**src/rtl/decode_pkg.sv**
```systemverilog
// Shared opcode map, control-field struct and sign-extension helper for the decode stage.
package decode_pkg;

  localparam logic [3:0] OPC_NOP    = 4'd0;
  localparam logic [3:0] OPC_ALU_LO = 4'd1;
  localparam logic [3:0] OPC_ALU_HI = 4'd8;
  localparam logic [3:0] OPC_ADDI   = 4'd9;
  localparam logic [3:0] OPC_LD     = 4'd10;
  localparam logic [3:0] OPC_ST     = 4'd11;
  localparam logic [3:0] OPC_BZ     = 4'd12;

  localparam logic [2:0] ALU_CMD_ADD = 3'd0;

  // Width-independent part of the execute bundle; the data/address fields are
  // sized by the instantiating module's parameters.
  typedef struct packed {
    logic [3:0] opcode;
    logic [2:0] alu_cmd;
    logic       mem_we;
    logic       wb_mux;
    logic       wb_en;
  } ctrl_t;

  // Sign-extends the low w bits of v to 64 bits; callers cast down to their width.
  function automatic logic [63:0] sext(input logic [63:0] v, input int unsigned w);
    logic signed [63:0] t;
    t = $signed(v << (64 - w));
    return $unsigned(t >>> (64 - w));
  endfunction

endpackage

```
**src/rtl/decode_stage_if.sv**
```systemverilog
// Fetch, register-file and execute-side signals of the decode stage in one bundle.
interface decode_stage_if #(
  parameter int DATA_W  = 16,
  parameter int REG_AW  = 3,
  parameter int IMM_W   = 6,
  parameter int INSTR_W = 16
);
  // Both handshakes: a transfer happens on a rising clk edge where valid && ready;
  // the producer holds valid and its payload stable until that edge.
  logic               in_valid;
  logic               in_ready;
  logic [INSTR_W-1:0] instr;
  logic [REG_AW-1:0]  rs1_addr;
  logic [REG_AW-1:0]  rs2_addr;
  logic [DATA_W-1:0]  rs1_data;
  logic [DATA_W-1:0]  rs2_data;
  logic               branch_taken;
  logic [IMM_W-1:0]   branch_offset;
  logic               out_valid;
  logic               out_ready;
  logic [3:0]         out_opcode;
  logic [2:0]         out_alu_cmd;
  logic [DATA_W-1:0]  out_a;
  logic [DATA_W-1:0]  out_b;
  logic [DATA_W-1:0]  out_store_data;
  logic [REG_AW-1:0]  out_dest;
  logic [REG_AW-1:0]  out_src1;
  logic [REG_AW-1:0]  out_src2;
  logic               out_mem_we;
  logic               out_wb_mux;
  logic               out_wb_en;
  logic               illegal_op;

  modport slave (
    input  in_valid, instr, rs1_data, rs2_data, out_ready,
    output in_ready, rs1_addr, rs2_addr, branch_taken, branch_offset,
           out_valid, out_opcode, out_alu_cmd, out_a, out_b, out_store_data,
           out_dest, out_src1, out_src2, out_mem_we, out_wb_mux, out_wb_en, illegal_op
  );

  modport master (
    output in_valid, instr, rs1_data, rs2_data, out_ready,
    input  in_ready, rs1_addr, rs2_addr, branch_taken, branch_offset,
           out_valid, out_opcode, out_alu_cmd, out_a, out_b, out_store_data,
           out_dest, out_src1, out_src2, out_mem_we, out_wb_mux, out_wb_en, illegal_op
  );
endinterface

```
**src/rtl/decode_hazard_unit.sv**
```systemverilog
// Load-use detector: flags an instruction that reads the destination of a load still
// sitting in the execute register. Only built when DECODE_HAZARD_EN is defined.
`ifdef DECODE_HAZARD_EN
module decode_hazard_unit
  import decode_pkg::*;
#(
  parameter int REG_AW = 3
) (
  input  logic              out_valid,
  input  logic [3:0]        out_opcode,
  input  logic [REG_AW-1:0] out_dest,
  input  logic [3:0]        opcode,
  input  logic [REG_AW-1:0] src1,
  input  logic [REG_AW-1:0] src2,
  output logic              hazard
);
  logic uses_src1;
  logic uses_src2;

  assign uses_src1 = (opcode != OPC_NOP) && (opcode <= OPC_BZ);
  assign uses_src2 = ((opcode >= OPC_ALU_LO) && (opcode <= OPC_ALU_HI)) || (opcode == OPC_ST);

  // r0 never carries a real dependency, so a load to r0 does not interlock.
  assign hazard = out_valid && (out_opcode == OPC_LD) && (out_dest != '0) &&
                  ((uses_src1 && (src1 == out_dest)) || (uses_src2 && (src2 == out_dest)));
endmodule
`endif

```
**src/rtl/decode_stage.sv**
```systemverilog
// In-order decode stage: operand read, BZ resolution, registered execute bundle.
// Define DECODE_HAZARD_EN to build the load-use interlock; otherwise hazard is tied low.
module decode_stage
  import decode_pkg::*;
#(
  parameter int DATA_W  = 16,
  parameter int REG_AW  = 3,
  parameter int IMM_W   = 6,
  parameter int INSTR_W = 16
) (
  input  logic           clk,
  input  logic           rst,
  decode_stage_if.slave  bus
);
  typedef struct packed {
    ctrl_t             ctrl;
    logic [DATA_W-1:0] a;
    logic [DATA_W-1:0] b;
    logic [DATA_W-1:0] store_data;
    logic [REG_AW-1:0] dest;
    logic [REG_AW-1:0] src1;
    logic [REG_AW-1:0] src2;
  } bundle_t;

  logic [3:0]        opc;
  logic [REG_AW-1:0] rd, rs1, rs2, rs2_sel;
  logic [IMM_W-1:0]  imm;
  logic [DATA_W-1:0] imm_ext;
  logic              is_alu, is_illegal;
  logic              hazard, advance, in_ready, accept;
  logic              produces;
  bundle_t           nxt, bundle_q;
  logic              out_valid_q, illegal_q;

  assign opc     = bus.instr[INSTR_W-1 -: 4];
  assign rd      = bus.instr[INSTR_W-5 -: REG_AW];
  assign rs1     = bus.instr[INSTR_W-5-REG_AW -: REG_AW];
  assign rs2     = bus.instr[INSTR_W-5-2*REG_AW -: REG_AW];
  assign imm     = bus.instr[IMM_W-1:0];
  assign imm_ext = DATA_W'(sext(64'(imm), IMM_W));

  assign is_alu     = (opc >= OPC_ALU_LO) && (opc <= OPC_ALU_HI);
  assign is_illegal = (opc > OPC_BZ);

  // Stores read their data register through the second port via the rd field.
  assign rs2_sel      = (opc == OPC_ST) ? rd : rs2;
  assign bus.rs1_addr = rs1;
  assign bus.rs2_addr = rs2_sel;

`ifdef DECODE_HAZARD_EN
  decode_hazard_unit #(.REG_AW(REG_AW)) u_hazard (
    .out_valid  (out_valid_q),
    .out_opcode (bundle_q.ctrl.opcode),
    .out_dest   (bundle_q.dest),
    .opcode     (opc),
    .src1       (rs1),
    .src2       (rs2_sel),
    .hazard     (hazard)
  );
`else
  assign hazard = 1'b0;
`endif

  assign advance      = !out_valid_q || bus.out_ready;
  assign in_ready     = advance && !hazard;
  assign accept       = bus.in_valid && in_ready;
  assign bus.in_ready = in_ready;

  // Gated by accept, so a hazard-stalled BZ never redirects fetch on a stale operand.
  assign bus.branch_taken  = accept && (opc == OPC_BZ) && (bus.rs1_data == '0);
  assign bus.branch_offset = imm;

  always_comb begin
    nxt             = '0;
    produces        = 1'b0;
    nxt.ctrl.opcode = opc;
    nxt.a           = bus.rs1_data;
    nxt.src1        = rs1;
    nxt.dest        = rd;
    if (is_alu) begin
      produces         = 1'b1;
      nxt.ctrl.alu_cmd = 3'(opc - OPC_ALU_LO);
      nxt.b            = bus.rs2_data;
      nxt.src2         = rs2_sel;
      nxt.ctrl.wb_en   = 1'b1;
    end else if ((opc == OPC_ADDI) || (opc == OPC_LD)) begin
      produces         = 1'b1;
      nxt.ctrl.alu_cmd = ALU_CMD_ADD;
      nxt.b            = imm_ext;
      nxt.ctrl.wb_en   = 1'b1;
      nxt.ctrl.wb_mux  = (opc == OPC_LD);
    end else if (opc == OPC_ST) begin
      produces         = 1'b1;
      nxt.ctrl.alu_cmd = ALU_CMD_ADD;
      nxt.b            = imm_ext;
      nxt.store_data   = bus.rs2_data;
      nxt.src2         = rs2_sel;
      nxt.dest         = '0;
      nxt.ctrl.mem_we  = 1'b1;
    end
  end

  always_ff @(posedge clk or posedge rst) begin
    if (rst) begin
      out_valid_q <= 1'b0;
      illegal_q   <= 1'b0;
      bundle_q    <= '0;
    end else begin
      illegal_q <= accept && is_illegal;
      // With hazard high the register advances with accept low: that is the bubble.
      if (advance) begin
        out_valid_q <= accept && produces;
        if (accept && produces) bundle_q <= nxt;
      end
    end
  end

  assign bus.out_valid      = out_valid_q;
  assign bus.illegal_op     = illegal_q;
  assign bus.out_opcode     = bundle_q.ctrl.opcode;
  assign bus.out_alu_cmd    = bundle_q.ctrl.alu_cmd;
  assign bus.out_mem_we     = bundle_q.ctrl.mem_we;
  assign bus.out_wb_mux     = bundle_q.ctrl.wb_mux;
  assign bus.out_wb_en      = bundle_q.ctrl.wb_en;
  assign bus.out_a          = bundle_q.a;
  assign bus.out_b          = bundle_q.b;
  assign bus.out_store_data = bundle_q.store_data;
  assign bus.out_dest       = bundle_q.dest;
  assign bus.out_src1       = bundle_q.src1;
  assign bus.out_src2       = bundle_q.src2;

endmodule

```
**src/flat_wrapper.sv**
```systemverilog
// flat-port wrapper written by rule: the top's interface ports become plain ports
module decode_stage_flat import decode_pkg::*;
#(
  parameter int DATA_W  = 16,
  parameter int REG_AW  = 3,
  parameter int IMM_W   = 6,
  parameter int INSTR_W = 16
)
  (clk, rst, bus_in_valid, bus_instr, bus_rs1_data, bus_rs2_data, bus_out_ready, bus_in_ready, bus_rs1_addr, bus_rs2_addr, bus_branch_taken, bus_branch_offset, bus_out_valid, bus_out_opcode, bus_out_alu_cmd, bus_out_a, bus_out_b, bus_out_store_data, bus_out_dest, bus_out_src1, bus_out_src2, bus_out_mem_we, bus_out_wb_mux, bus_out_wb_en, bus_illegal_op);
  decode_stage_if #(.DATA_W(DATA_W), .REG_AW(REG_AW), .IMM_W(IMM_W), .INSTR_W(INSTR_W)) bus_i ();
  input  logic clk;
  input  logic rst;
  input wire logic [$bits(bus_i.in_valid)-1:0] bus_in_valid;
  input wire logic [$bits(bus_i.instr)-1:0] bus_instr;
  input wire logic [$bits(bus_i.rs1_data)-1:0] bus_rs1_data;
  input wire logic [$bits(bus_i.rs2_data)-1:0] bus_rs2_data;
  input wire logic [$bits(bus_i.out_ready)-1:0] bus_out_ready;
  output wire logic [$bits(bus_i.in_ready)-1:0] bus_in_ready;
  output wire logic [$bits(bus_i.rs1_addr)-1:0] bus_rs1_addr;
  output wire logic [$bits(bus_i.rs2_addr)-1:0] bus_rs2_addr;
  output wire logic [$bits(bus_i.branch_taken)-1:0] bus_branch_taken;
  output wire logic [$bits(bus_i.branch_offset)-1:0] bus_branch_offset;
  output wire logic [$bits(bus_i.out_valid)-1:0] bus_out_valid;
  output wire logic [$bits(bus_i.out_opcode)-1:0] bus_out_opcode;
  output wire logic [$bits(bus_i.out_alu_cmd)-1:0] bus_out_alu_cmd;
  output wire logic [$bits(bus_i.out_a)-1:0] bus_out_a;
  output wire logic [$bits(bus_i.out_b)-1:0] bus_out_b;
  output wire logic [$bits(bus_i.out_store_data)-1:0] bus_out_store_data;
  output wire logic [$bits(bus_i.out_dest)-1:0] bus_out_dest;
  output wire logic [$bits(bus_i.out_src1)-1:0] bus_out_src1;
  output wire logic [$bits(bus_i.out_src2)-1:0] bus_out_src2;
  output wire logic [$bits(bus_i.out_mem_we)-1:0] bus_out_mem_we;
  output wire logic [$bits(bus_i.out_wb_mux)-1:0] bus_out_wb_mux;
  output wire logic [$bits(bus_i.out_wb_en)-1:0] bus_out_wb_en;
  output wire logic [$bits(bus_i.illegal_op)-1:0] bus_illegal_op;
  assign bus_i.in_valid = bus_in_valid;
  assign bus_i.instr = bus_instr;
  assign bus_i.rs1_data = bus_rs1_data;
  assign bus_i.rs2_data = bus_rs2_data;
  assign bus_i.out_ready = bus_out_ready;
  assign bus_in_ready = bus_i.in_ready;
  assign bus_rs1_addr = bus_i.rs1_addr;
  assign bus_rs2_addr = bus_i.rs2_addr;
  assign bus_branch_taken = bus_i.branch_taken;
  assign bus_branch_offset = bus_i.branch_offset;
  assign bus_out_valid = bus_i.out_valid;
  assign bus_out_opcode = bus_i.out_opcode;
  assign bus_out_alu_cmd = bus_i.out_alu_cmd;
  assign bus_out_a = bus_i.out_a;
  assign bus_out_b = bus_i.out_b;
  assign bus_out_store_data = bus_i.out_store_data;
  assign bus_out_dest = bus_i.out_dest;
  assign bus_out_src1 = bus_i.out_src1;
  assign bus_out_src2 = bus_i.out_src2;
  assign bus_out_mem_we = bus_i.out_mem_we;
  assign bus_out_wb_mux = bus_i.out_wb_mux;
  assign bus_out_wb_en = bus_i.out_wb_en;
  assign bus_illegal_op = bus_i.illegal_op;
  decode_stage #(.DATA_W(DATA_W), .REG_AW(REG_AW), .IMM_W(IMM_W), .INSTR_W(INSTR_W)) u_core (.clk(clk), .rst(rst), .bus(bus_i));
endmodule
```
**config.mk**
```make
export PLATFORM = sky130hd
export DESIGN_NAME = decode_stage_flat
export DESIGN_NICKNAME = d
export VERILOG_FILES = /design/src/rtl/decode_pkg.sv /design/src/rtl/decode_stage_if.sv /design/src/rtl/decode_hazard_unit.sv /design/src/rtl/decode_stage.sv /design/src/flat_wrapper.sv
export SDC_FILE = /design/constraint.sdc
export NUM_CORES = 1
export LEC_CHECK = 0
export ABC_CLOCK_PERIOD_IN_PS = 2350
export CORE_UTILIZATION = 35
export CTS_CLUSTER_SIZE = 8
export DETAILED_ROUTE_END_ITERATION = 10
export GPL_TIMING_DRIVEN = 0
export PLACE_DENSITY = 0.71
export REMOVE_ABC_BUFFERS = 1
export SLEW_MARGIN = 10
export SYNTH_ARGS = -nofsm -noshare
export SYNTH_HDL_FRONTEND = slang
export SYNTH_SLANG_ARGS = --single-unit
```
**constraint.sdc**
```tcl
create_clock -name clk -period 2.35 [get_ports clk]
set_clock_uncertainty 0.15 [all_clocks]
set_input_delay 0.47 -clock clk [delete_from_list [all_inputs] [get_ports clk]]
set_output_delay 0.47 -clock clk [all_outputs]
set_load 0.01 [all_outputs]
```
==> impl_metrics.tcl <==
set metrics [dict create \
    status "finished, final reports clean" \
    path_delay_family "buffers and inverters" \
    crit_required_ns 1.73 \
    root_buffer "clkbuf_8" \
    fin_crit_ns 2.32 \
    slowest_stage "clkdlybuf4s50_1" \
    yosysUniqueCellTypes 34 \
    stdcell_area_um2 4930 \
    areaGrowthSynthToFinish_pct 56.6 \
    power_leakage_nw 2.18 \
    die_w_um 96.9 \
    hold_viol_final 0 \
    cts_buffer_depth 2 \
    worstPathCellList "clkdlybuf4s50_1, nand2b_4, nand2_4, nor4_2, buf_2" \
    crit_fanout 5 \
    cts.sinks 69 \
    numCtsBuffers 9 \
    start_util_pct 36.1 \
    vias 2534 \
    arrival_ns 1.70 \
    syn_avg_cell_area_um2 13.0 \
    ant_nets 0 \
    p_switching_uw 960 \
    finalNetCount 439 \
    rows 34 \
    vias_per_cell 5.12 \
    place_congestion 0.718 \
    place_area_um2 4500 \
    antenna_found_initial 0 \
    port_buffers 134 \
    overflow 0 \
    layout-drive-gt1-share_pct 25.8 \
    power_frac_seq_pct 42.2 \
    drv_slew 0 \
    netlist_instances 243 \
    maxSlewHeadroom_pct 44.9 \
    min_path_type "in -> reg" \
    synth-main-ff-cell "dfrtp_1" \
    worst_slew_pin_slew_ns 0.820 \
    grt_pass1_wl_um 13800 \
    crit_buf_inv 2 \
    drt-total-wl_um 8710 \
    end_kind "output port" \
    grt_max_degree 40 \
    p_clk_share_pct 28.1 \
    ys_ff_latch 69 \
    first_global_vias 2544 \
    yosys_warnings 0 \
    fmax_ghz 0.431 \
    drt_pass1_iterations 4 \
    clkTransAtPathRegs_ns 0.07 \
    synth_top_cell_by_area "dfrtp_1" \
    core-area_um2 8720 \
    wl_per_cell_um 17.6 \
    p_comb_share_pct 29.7 \
    synth_area_leaders "dfrtp_1, mux2_2, a22o_1, a2111oi_0, buf_6" \
    power_density_nw_per_um2 706 \
    stdcell_count 495 \
    internal_power_mw 2.52 \
    htree_levels 3 \
    crit_type "in -> out" \
    fin_crit_sh_pct 98.8 \
    hold_ws_ns 0.226 \
    cts_tree "yes" \
    die_h_um 96.9 \
    synth.top_cell.area_share_pct 54.8 \
    globalRouteTotalUtil_pct 18.8 \
    drv_cap 0 \
    sw_frac_of_total_pct 27.6 \
    yosysMostFrequentCell "dfrtp_1" \
    io_pins 135 \
    syn_area_um2 3150 \
    synthArstFlopShare_pct 100 \
    synth_edf_count 0 \
    drc 0 \
    synth-seq-area-share_pct 54.8 \
    insertion_delay_ns 0.34 \
    max_stage_delay_ns 0.46 \
    antenna_cells 0 \
    ir_drop_uv 493 \
    synth_common_cells "dfrtp_1, mux2_2, a22o_1" \
    dp.cells 462 \
    finalSetupViolCount 0 \
    drtIter0Drc 82 \
    hpwlAfterDp_um 5760 \
    start_kind "primary input" \
    cts_hold_buf 0 \
    die-area_um2 9380 \
]
[final cells by class]
class	count	area, um2
Fill cell	737	3790
Sequential cell	69	1730
Timing Repair Buffer	153	1510
Multi-Input combinational cell	134	1300
Clock buffer	11	151
Tap cell	108	135
Inverter	16	62.6
Clock inverter	4	47.5
[layer usage]
layer	global-route usage (%)	wire length (um)	vias to the layer above
li1	-	-	1175
met1	24.0	3780	1266
met2	30.4	4340	84
met3	5.85	497	9
met4	5.97	102	0
met5	0	0	-
[final timing paths]
path,from,endpoint,slack (ns),cells after the start
worst max register to register,u_core.bus.out_valid,u_core.bus.out_b[0],0.47,5
max in group asynchronous,rst,u_core.bus.out_wb_mux,1.17,3
worst min register to register,u_core.bus.out_store_data[2],u_core.bus.out_store_data[2],0.35,1
worst min-delay path,bus_instr[12],u_core.bus.out_alu_cmd[0],0.23,2
worst max-delay path,bus_out_ready,bus_branch_taken,0.03,5
min in group asynchronous,rst,u_core.bus.out_b[2],0.33,2
[power groups by stage]
| stage | Clock, mW | Combinational [mW] | Sequential (mW) |
|---|---|---|---|
| after floorplan | 0 | 0.295 | 1.57 |
| after global placement | 0 | 0.964 | 1.49 |
| after global routing | 1.05 | 1.11 | 1.49 |
| final | 0.979 | 1.03 | 1.47 |
| after detailed placement | 0 | 0.999 | 1.49 |
| after CTS | 1.00 | 1.03 | 1.47 |
[per-stage QoR]
step / setup slack (ns) / power [mW] / util (%) / setup TNS (ns)
4_1_cts: 0.000897 / 3.50 / 55.4 / 0
3_5_place_dp: -1.13 / 2.49 / 51.6 / -69.23
6_report: 0.0292 / 3.48 / 56.5 / 0
3_3_place_gp: -1.68 / 2.45 / 50.7 / -185.00
5_1_grt: -0.0118 / 3.65 / 56.5 / -0.0118
2_1_floorplan: -0.502 / 1.87 / - / -18.03
[flip-flops by register name, summed over array words and instances, names as in the netlist, 3 cells and up]
name and cells:
u_core.bus.out_alu_cmd 3, u_core.bus.out_a 16, u_core.bus.out_dest 3, u_core.bus.out_src2 3
u_core.bus.out_b 16, u_core.bus.out_opcode 4, u_core.bus.out_store_data 16, u_core.bus.out_src1 3
[timing repair]
| action | CTS | global route |
|---|---|---|
| cloned | 2 | 0 |
| gates resized for setup | 51 | 17 |
| setup endpoints to repair | 72 | 24 |
| pin swaps | 7 | 7 |
| setup buffers | 8 | 8 |
[logic make-up (layout without fill, tap and decap cells)]
family / Yosys count / count (layout) / synth area share [%]
simple gates: 29 / 31 / 6.28
compound gates: 66 / 66 / 16.5
mux: 33 / 33 / 12.5
fa+ha+maj: 4 / 4 / 1.59
flops: 69 / 69 / 54.8
buf+inv: 42 / 184 / 8.30
[cells in the final DEF, fill, tap and decap left out, types with 5 or more instances in the layout]
cell type / instances
a22o_1: 24
mux2_4: 6
dlygate4sd2_1: 5
inv_1: 13
dfrtp_1: 69
buf_4: 16
clkdlybuf4s50_1: 115
clkbuf_8: 11
a21oi_1: 11
a2111oi_0: 8
dlymetal6s2s_1: 6
mux2_2: 27
o21ai_0: 7
buf_2: 5
No activity file was read; power rests on OpenSTA's default activity.
